[src/rtl/dff_drv_arb.sv]
// dff_drv_arb
// Shares one dff DUT among NREQ bench drivers. Each driver asks for a
// single-bit transaction. This block does the following for one transaction:
// grants one requester round-robin, drives din, waits out the DUT latency,
// samples dout, and returns the captured bit with an expected-value compare.
//
// Parameters:
//   NREQ  number of requesters (2..8)
//   LAT   DUT clock-edge latency from din sample to dout valid (1..4)
// Ports:
//   clk, rst            clock (rising edge), async active-high reset
//   en                  arbitration enable; low blocks new grants
//   req/req_din/req_exp per-requester request level, bit to drive, expected dout
//   gnt                 one-hot grant, single-cycle pulse
//   din / dout          to / from the shared DUT
//   rsp_vld             single-cycle response strobe
//   rsp_id              requester index of the response
//   rsp_dout            captured dout
//   rsp_match           rsp_dout equals the expected value
//   busy                high in any state other than IDLE
//   txn_cnt/err_cnt     saturating completed / mismatched transaction counts
module dff_drv_arb #(
  parameter int NREQ = 4,
  parameter int LAT  = 1
) (
  input  logic                    clk,
  input  logic                    rst,
  input  logic                    en,
  input  logic [NREQ-1:0]         req,
  input  logic [NREQ-1:0]         req_din,
  input  logic [NREQ-1:0]         req_exp,
  output logic [NREQ-1:0]         gnt,
  output logic                    din,
  input  logic                    dout,
  output logic                    rsp_vld,
  output logic [$clog2(NREQ)-1:0] rsp_id,
  output logic                    rsp_dout,
  output logic                    rsp_match,
  output logic                    busy,
  output logic [15:0]             txn_cnt,
  output logic [15:0]             err_cnt
);

  localparam int IDW = $clog2(NREQ);

  typedef enum logic [1:0] {IDLE, WAIT, CAPTURE} state_t;

  state_t         state, state_nxt;
  logic [IDW-1:0] ptr, id, winner, cand;
  logic           exp_q;
  logic [2:0]     cnt;
  logic           found, grant, capture;

  // Round-robin pick: scan from ptr+1 upward with wrap, first asserted
  // request wins. The scan ends at ptr itself, so the last winner is
  // considered only after everyone else.
  always_comb begin
    winner = ptr;
    found  = 1'b0;
    cand   = '0;
    for (int i = 1; i <= NREQ; i++) begin
      cand = IDW'((int'(ptr) + i) % NREQ);
      if (!found && req[cand]) begin
        winner = cand;
        found  = 1'b1;
      end
    end
  end

  // Next-state logic. A grant is only possible from IDLE. Requests seen
  // in other states simply wait.
  always_comb begin
    state_nxt = state;
    grant     = 1'b0;
    capture   = 1'b0;
    case (state)
      IDLE: begin
        if (en && found) begin
          grant     = 1'b1;
          state_nxt = WAIT;
        end
      end
      WAIT: begin
        if (cnt <= 3'd1) state_nxt = CAPTURE;
      end
      CAPTURE: begin
        capture   = 1'b1;
        state_nxt = IDLE;
      end
      default: state_nxt = IDLE;
    endcase
  end

  // State register
  always_ff @(posedge clk or posedge rst) begin
    if (rst) state <= IDLE;
    else     state <= state_nxt;
  end

  // Datapath registers.
  // gnt and rsp_vld default low every edge, so each one is a one-cycle pulse.
  // din only changes on a grant, so it holds between transactions.
  // ptr resets to NREQ-1, so requester 0 wins the first grant.
  always_ff @(posedge clk or posedge rst) begin
    if (rst) begin
      gnt       <= '0;
      din       <= 1'b0;
      exp_q     <= 1'b0;
      id        <= '0;
      ptr       <= IDW'(NREQ - 1);
      cnt       <= '0;
      rsp_vld   <= 1'b0;
      rsp_id    <= '0;
      rsp_dout  <= 1'b0;
      rsp_match <= 1'b0;
      txn_cnt   <= '0;
      err_cnt   <= '0;
    end else begin
      gnt     <= '0;
      rsp_vld <= 1'b0;
      if (grant) begin
        gnt[winner] <= 1'b1;
        din         <= req_din[winner];
        exp_q       <= req_exp[winner];
        id          <= winner;
        ptr         <= winner;
        cnt         <= 3'(LAT);
      end
      if (state == WAIT) cnt <= cnt - 3'd1;
      if (capture) begin
        rsp_vld   <= 1'b1;
        rsp_dout  <= dout;
        rsp_id    <= id;
        rsp_match <= (dout == exp_q);
        if (txn_cnt != 16'hFFFF) txn_cnt <= txn_cnt + 16'd1;
        if ((dout != exp_q) && (err_cnt != 16'hFFFF)) err_cnt <= err_cnt + 16'd1;
      end
    end
  end

  assign busy = (state != IDLE);

endmodule

[config.mk]
export PLATFORM = sky130hd
export DESIGN_NAME = dff_drv_arb
export DESIGN_NICKNAME = d
export VERILOG_FILES = /design/src/rtl/dff_drv_arb.sv
export SDC_FILE = /design/constraint.sdc
export NUM_CORES = 1
export LEC_CHECK = 0
export ABC_AREA = 1
export ABC_CLOCK_PERIOD_IN_PS = 2200
export BUFFER_PORTS_ARGS = -buffer_cell sky130_fd_sc_hd__buf_2
export CAP_MARGIN = 20
export CELL_PAD_IN_SITES_DETAIL_PLACEMENT = 1
export CELL_PAD_IN_SITES_GLOBAL_PLACEMENT = 1
export CORE_MARGIN = 2
export CORE_UTILIZATION = 40
export DETAILED_ROUTE_END_ITERATION = 8
export MAX_ROUTING_LAYER = met4
export PLACE_DENSITY_LB_ADDON = 0.1
export SLEW_MARGIN = 40
export SYNTH_ARGS = -nofsm -noshare
export SYNTH_HDL_FRONTEND = slang
export SYNTH_SLANG_ARGS = --single-unit
[constraint.sdc]
create_clock -name clk -period 2.2 [get_ports clk]
set_input_delay 0.11 -clock clk [delete_from_list [all_inputs] [get_ports clk]]
set_output_delay 0.11 -clock clk [all_outputs]
set_load 0.02 [all_outputs]
[Word level (Yosys, flattened, before mapping)]
Index checks and enable logic that the tools add are counted.
Widths: inputs -> output; s select.
Storage, ports and cells
  flip-flop bits (word level): 52
  input bits: 16
  output and inout port bits: 43
Operators by class
  $add $sub $neg: 7
  $lt $le $gt $ge: 7
  eq/ne operators: 8
  multiplexer cells: 32
  reductions and logical operators: 15
Operators by type and width (count)
  $add 16x1->16 const B: 2
  $ne 16x16->1 const B: 2
  $lt 2x3->1 const B: 5
  $mux 1: 15
  $bmux 1 s2: 6
  $mux 2: 6
  $logic_and 1x1->1: 6
  $mux 3: 2
  $reduce_and 2->1: 3
  $add 2x1->2 const B: 2
  $add 2x2->2 const B: 2
  $mux 4: 1
  $ne 2x2->1 const B: 2
  $pmux 2 s2: 1
  $reduce_bool 2->1: 2
  $le 3x1->1 const B: 1
  $logic_not 1->1: 3
  $sub 3x1->3 const B: 1
  $demux 1 s2: 1
  $eq 2x1->1 const B: 1
  $eq 2x2->1 const B: 1
  $ge 2x1->1 const B: 1
  $logic_not 2->1: 1
  $eq 1x1->1: 1
  $ne 1x1->1: 1

[Longest topological paths before layout]
  depth in word-level cells: 18
  mapped depth: 14
  mapped depth without buffers: 13

[Worst setup path after synthesis]
OpenSTA, ideal clock, no wires.
  path kind: register to register
  from: register err_cnt[0]
  to: register err_cnt[2]
  library setup time: 132 ps
  data arrival time: 1550 ps
  data required time: 2068 ps
  slack: 518 ps
  stages on the path, launching flop included: 9
  buffers on the path: 1
  path through: dfrtp_1 ha_1 inv_1 nor4_4 nand4_1 nand2_2 buf_6 nor2_1 xor2_1
Between the ends
  word-level cells in the longest chain between the ends: 3
  elaborated cells on any way between the ends: 4
  classes of those cells: 1 x add/sub; 1 x eq/ne; 2 x reduce/logical
Ends and longest elaborated chain
  start, declared: line 41  | output logic [15:0] err_cnt
  start signal, assigned: line 136  | if ((dout != exp_q) && (err_cnt != 16'hFFFF)) err_cnt <= err_cnt + 16'd1;
  parallel branches: the longest is 3 deep, another holds $add 16x1->16
Parallel ways; which one is timed is not known.
A chain may end at the register's enable or synchronous reset.

[Final worst setup path]
  from: register ptr[0]
  to: register ptr[0]
Between the ends
  word-level cells in the longest chain between the ends: 16
  elaborated cells on any way between the ends: 29
  classes of those cells: 4 x add/sub; 18 x mux; 7 x reduce/logical
Ends and longest elaborated chain
  start, declared: line 49  | logic [IDW-1:0] ptr, id, winner, cand;
  start signal, assigned: line 110  | ptr <= IDW'(NREQ - 1);
  start signal, assigned: line 126  | ptr <= winner;
  $add 2x1->2: line 62  | cand = IDW'((int'(ptr) + i) % NREQ);
  $bmux 1 s2: line 63  | if (!found && req[cand]) begin
  $mux 1 (implied by the code): line 63
  $mux 1: line 63
  $logic_not 1->1: line 63
  $logic_and 1x1->1: line 63
  $mux 1: line 63
  $logic_not 1->1: line 63
  $logic_and 1x1->1: line 63
  $mux 1: line 63
  $logic_not 1->1: line 63
  $logic_and 1x1->1: line 63
  $mux 1: line 63
  $logic_and 1x1->1: line 78  | if (en && found) begin
  $mux 1: line 78
  $mux 1: line 76  | case (state)
Parallel ways exist; a longest one is shown, timed or not. The select of a mux whose other input is x is not followed.

==> metrics.yaml <==
status: "completed"
num_rows: 30
place_hpwl_um: 5470
ff_latch_area_um2: 1300
cts_buffers: 5
viasPerCell: 4.75
ant_nets: 0
crit_fanout: 10
grt_max_degree: 38
fill_cells: 893
ioPinCount: 59
p_leak_nw: 1.73
wl_um: 6840
cts_root_buf: "clkbuf_8"
worstSetupPathType: "reg -> reg"
arrival_ns: 2.12
startpoint_type: "flip-flop"
period_share: 0.868
port_buffers: 58
ctsResizeCount: 0
synth_fp_nets: 371
avgSynthCellArea_um2: 8.14
tns_ns: 0
yosys-top-cells-area: "dfrtp_1 (44%), nand2_1 (13%), xor2_1 (5.8%), inv_1 (4.9%), nand3_1 (4.6%)"
insertion_delay_ns: 0.31
whs_ns: 0.0421
hold_path.class: "in -> reg"
final_cell_mix: "nand2_1 (100), buf_2 (58), dfrtp_1 (50), inv_1 (36), nor2_1 (31)"
power.density_nw_per_um2: 1250
grt-ovfl-total: 0
hold_viol_final: 0
setup_viol: 0
rsz0062_at_grt: "false"
gr-usage-all-layers: 0.194
cts_tree: "yes"
hold_end: "rsp_dout"
relSlewSlack: 0.570
crit_path_end_kind: "flip-flop"
finalClockSkew_ns: 0.0139
gp_congestion: 0.765
syn_to_final_growth_pct: 17.4
regToRegSetupSlack_ns: 0.29
min_from: "dout"
fin_nets: 436
insertedDiodeCount: 0
wl_per_cell_um: 13.3
cts.clk_slew.worst_paths_ns: 0.11
required_ns: 2.41
fp.dieArea_um2: 7840
grt_first_pass_wirelength_um: 11600
ys_types: 31
rr_endpoint: "ptr[0]"
cap_violations: 0
yosys_warnings: 0
multi_input_area_um2: 1340
synth.largest_area_cell: "dfrtp_1"
grt_antenna_before_repair: 0
layout_min_cycle_time_ns: 1.91
vdd_ir_drop_max_v: 0.000526
drive_gt1_frac: 0.249
dr.pass1.iters: 4
yosysTopAreaCellShare: 0.438
synth-seq-cells: 52
max_clock_freq_ghz: 0.524
die_x_um: 88.5
holdPathStages: 3
cts.sinks: 52
timing.reg2reg.worst_path_depth: 8
drt-initial-drc-count: 49
yosysSeqAreaShare: 0.456
synth_cells: 351
dr_total_vias: 2435
total_power_mw: 4.20
cts_buffer_depth: 2
finalMaxSlewViolations: 0
final_common_cell: "nand2_1"
r2r_start: "ptr[0]"
tightestPinTransition_ns: 0.644
core_area_um2: 6870
grt_pass1_vias: 2482
htree_levels: 2
die_y_um: 88.5
start_util: 0.416
route.detailed.drc: 0
synth_area_um2: 2860
==> worst max-delay path by stage <==
stage / startpoint / endpoint / cells after the start
2_1_floorplan: err_cnt[0] / err_cnt[2] / 8
3_3_place_gp: ptr[0] / gnt[3] / 8
3_5_place_dp: ptr[0] / id[0] / 9
4_1_cts: ptr[0] / ptr[0] / 8
5_1_grt: ptr[0] / ptr[0] / 8
6_report: ptr[0] / ptr[0] / 8
==> area by class of cell <==
class,instances,share of cell area
clock inverters,3,0.00746
multi-input cells,251,0.400
inverters,45,0.0537
well taps,96,0.0358
flip-flops and latches,52,0.389
clock buffers,5,0.0205
repair buffers,61,0.0940
==> sequential cells by signal, indices dropped and copies added (netlist names), 2 cells and up <==
name     count
err_cnt     16
rsp_id       2
ptr          2
state        2
gnt          4
cnt          3
txn_cnt     16
id           2
==> metal layers <==
metal  share of wire  global-route usage  vias up
li1                -                   -     1229
met1            0.48               0.252     1161
met2            0.49               0.324       39
met3           0.026              0.0280        6
met4          0.0078              0.0372        0
met5               0                   -        -
==> cell families (layout without fill, tap and decap cells) <==
logic type | after synthesis | count (layout) | share of synthesized area
AOI/OAI and AO/OA | 19 | 19 | 0.0407
xor gates and xnor gates | 30 | 30 | 0.0919
adders and majority gates | 4 | 4 | 0.0175
buffers and inverters | 48 | 114 | 0.0744
DFF | 52 | 52 | 0.456
and+or+nand+nor | 198 | 198 | 0.319
==> cells in the mapped netlist, drive strengths merged <==
cell type and instances:
nand2 113, nand4 6, o22ai 2, xor2 19
clkinv 1, xnor2 11, nand3 29, o21ai 15
nor2 33, nor3 12, a21oi 2, buf 3
nand3b 1, dfrtp 50, nor4 4, dfstp 2
inv 44, ha 4
==> critical path, stage by stage, from the launching register on <==
cell and delay [ns]:
dfstp_2 0.68, nand2_1 0.11, nand3_1 0.11, nand2_2 0.11, nand3_1 0.13, nand3_2 0.15, inv_1 0.23, nand2_1 0.16
o21ai_0 0.14
==> timing repair <==
action | CTS | global route
endpoints found under the hold margin | 34 | 0
endpoints found under the setup margin | 0 | 0
hold buffers | 1 | 0
setup buffers | 0 | 0
==> metrics by stage <==
| stage | std cells | setup slack [ns] | cell area [um^2] | utilization |
|---|---|---|---|---|
| finish | 513 | 0.291 | 3350 | 0.488 |
| global placement | 504 | 0.314 | 3250 | 0.473 |
| detailed placement | 504 | 0.305 | 3250 | 0.473 |
| floorplan | 351 | 0.518 | 2860 | - |
| CTS | 513 | 0.276 | 3350 | 0.488 |
| global route | 513 | 0.0970 | 3350 | 0.488 |
==> power breakdown <==
| group | internal (mW) | switching [mW] | total, mW | leakage [nW] |
|---|---|---|---|---|
| Clock | 0.233 | 0.346 | 0.579 | 0.0452 |
| Combinational | 0.682 | 1.43 | 2.12 | 1.01 |
| Sequential | 1.25 | 0.252 | 1.51 | 0.678 |
| Total | 2.17 | 2.03 | 4.20 | 1.73 |
(Power assumes the default switching activity.)
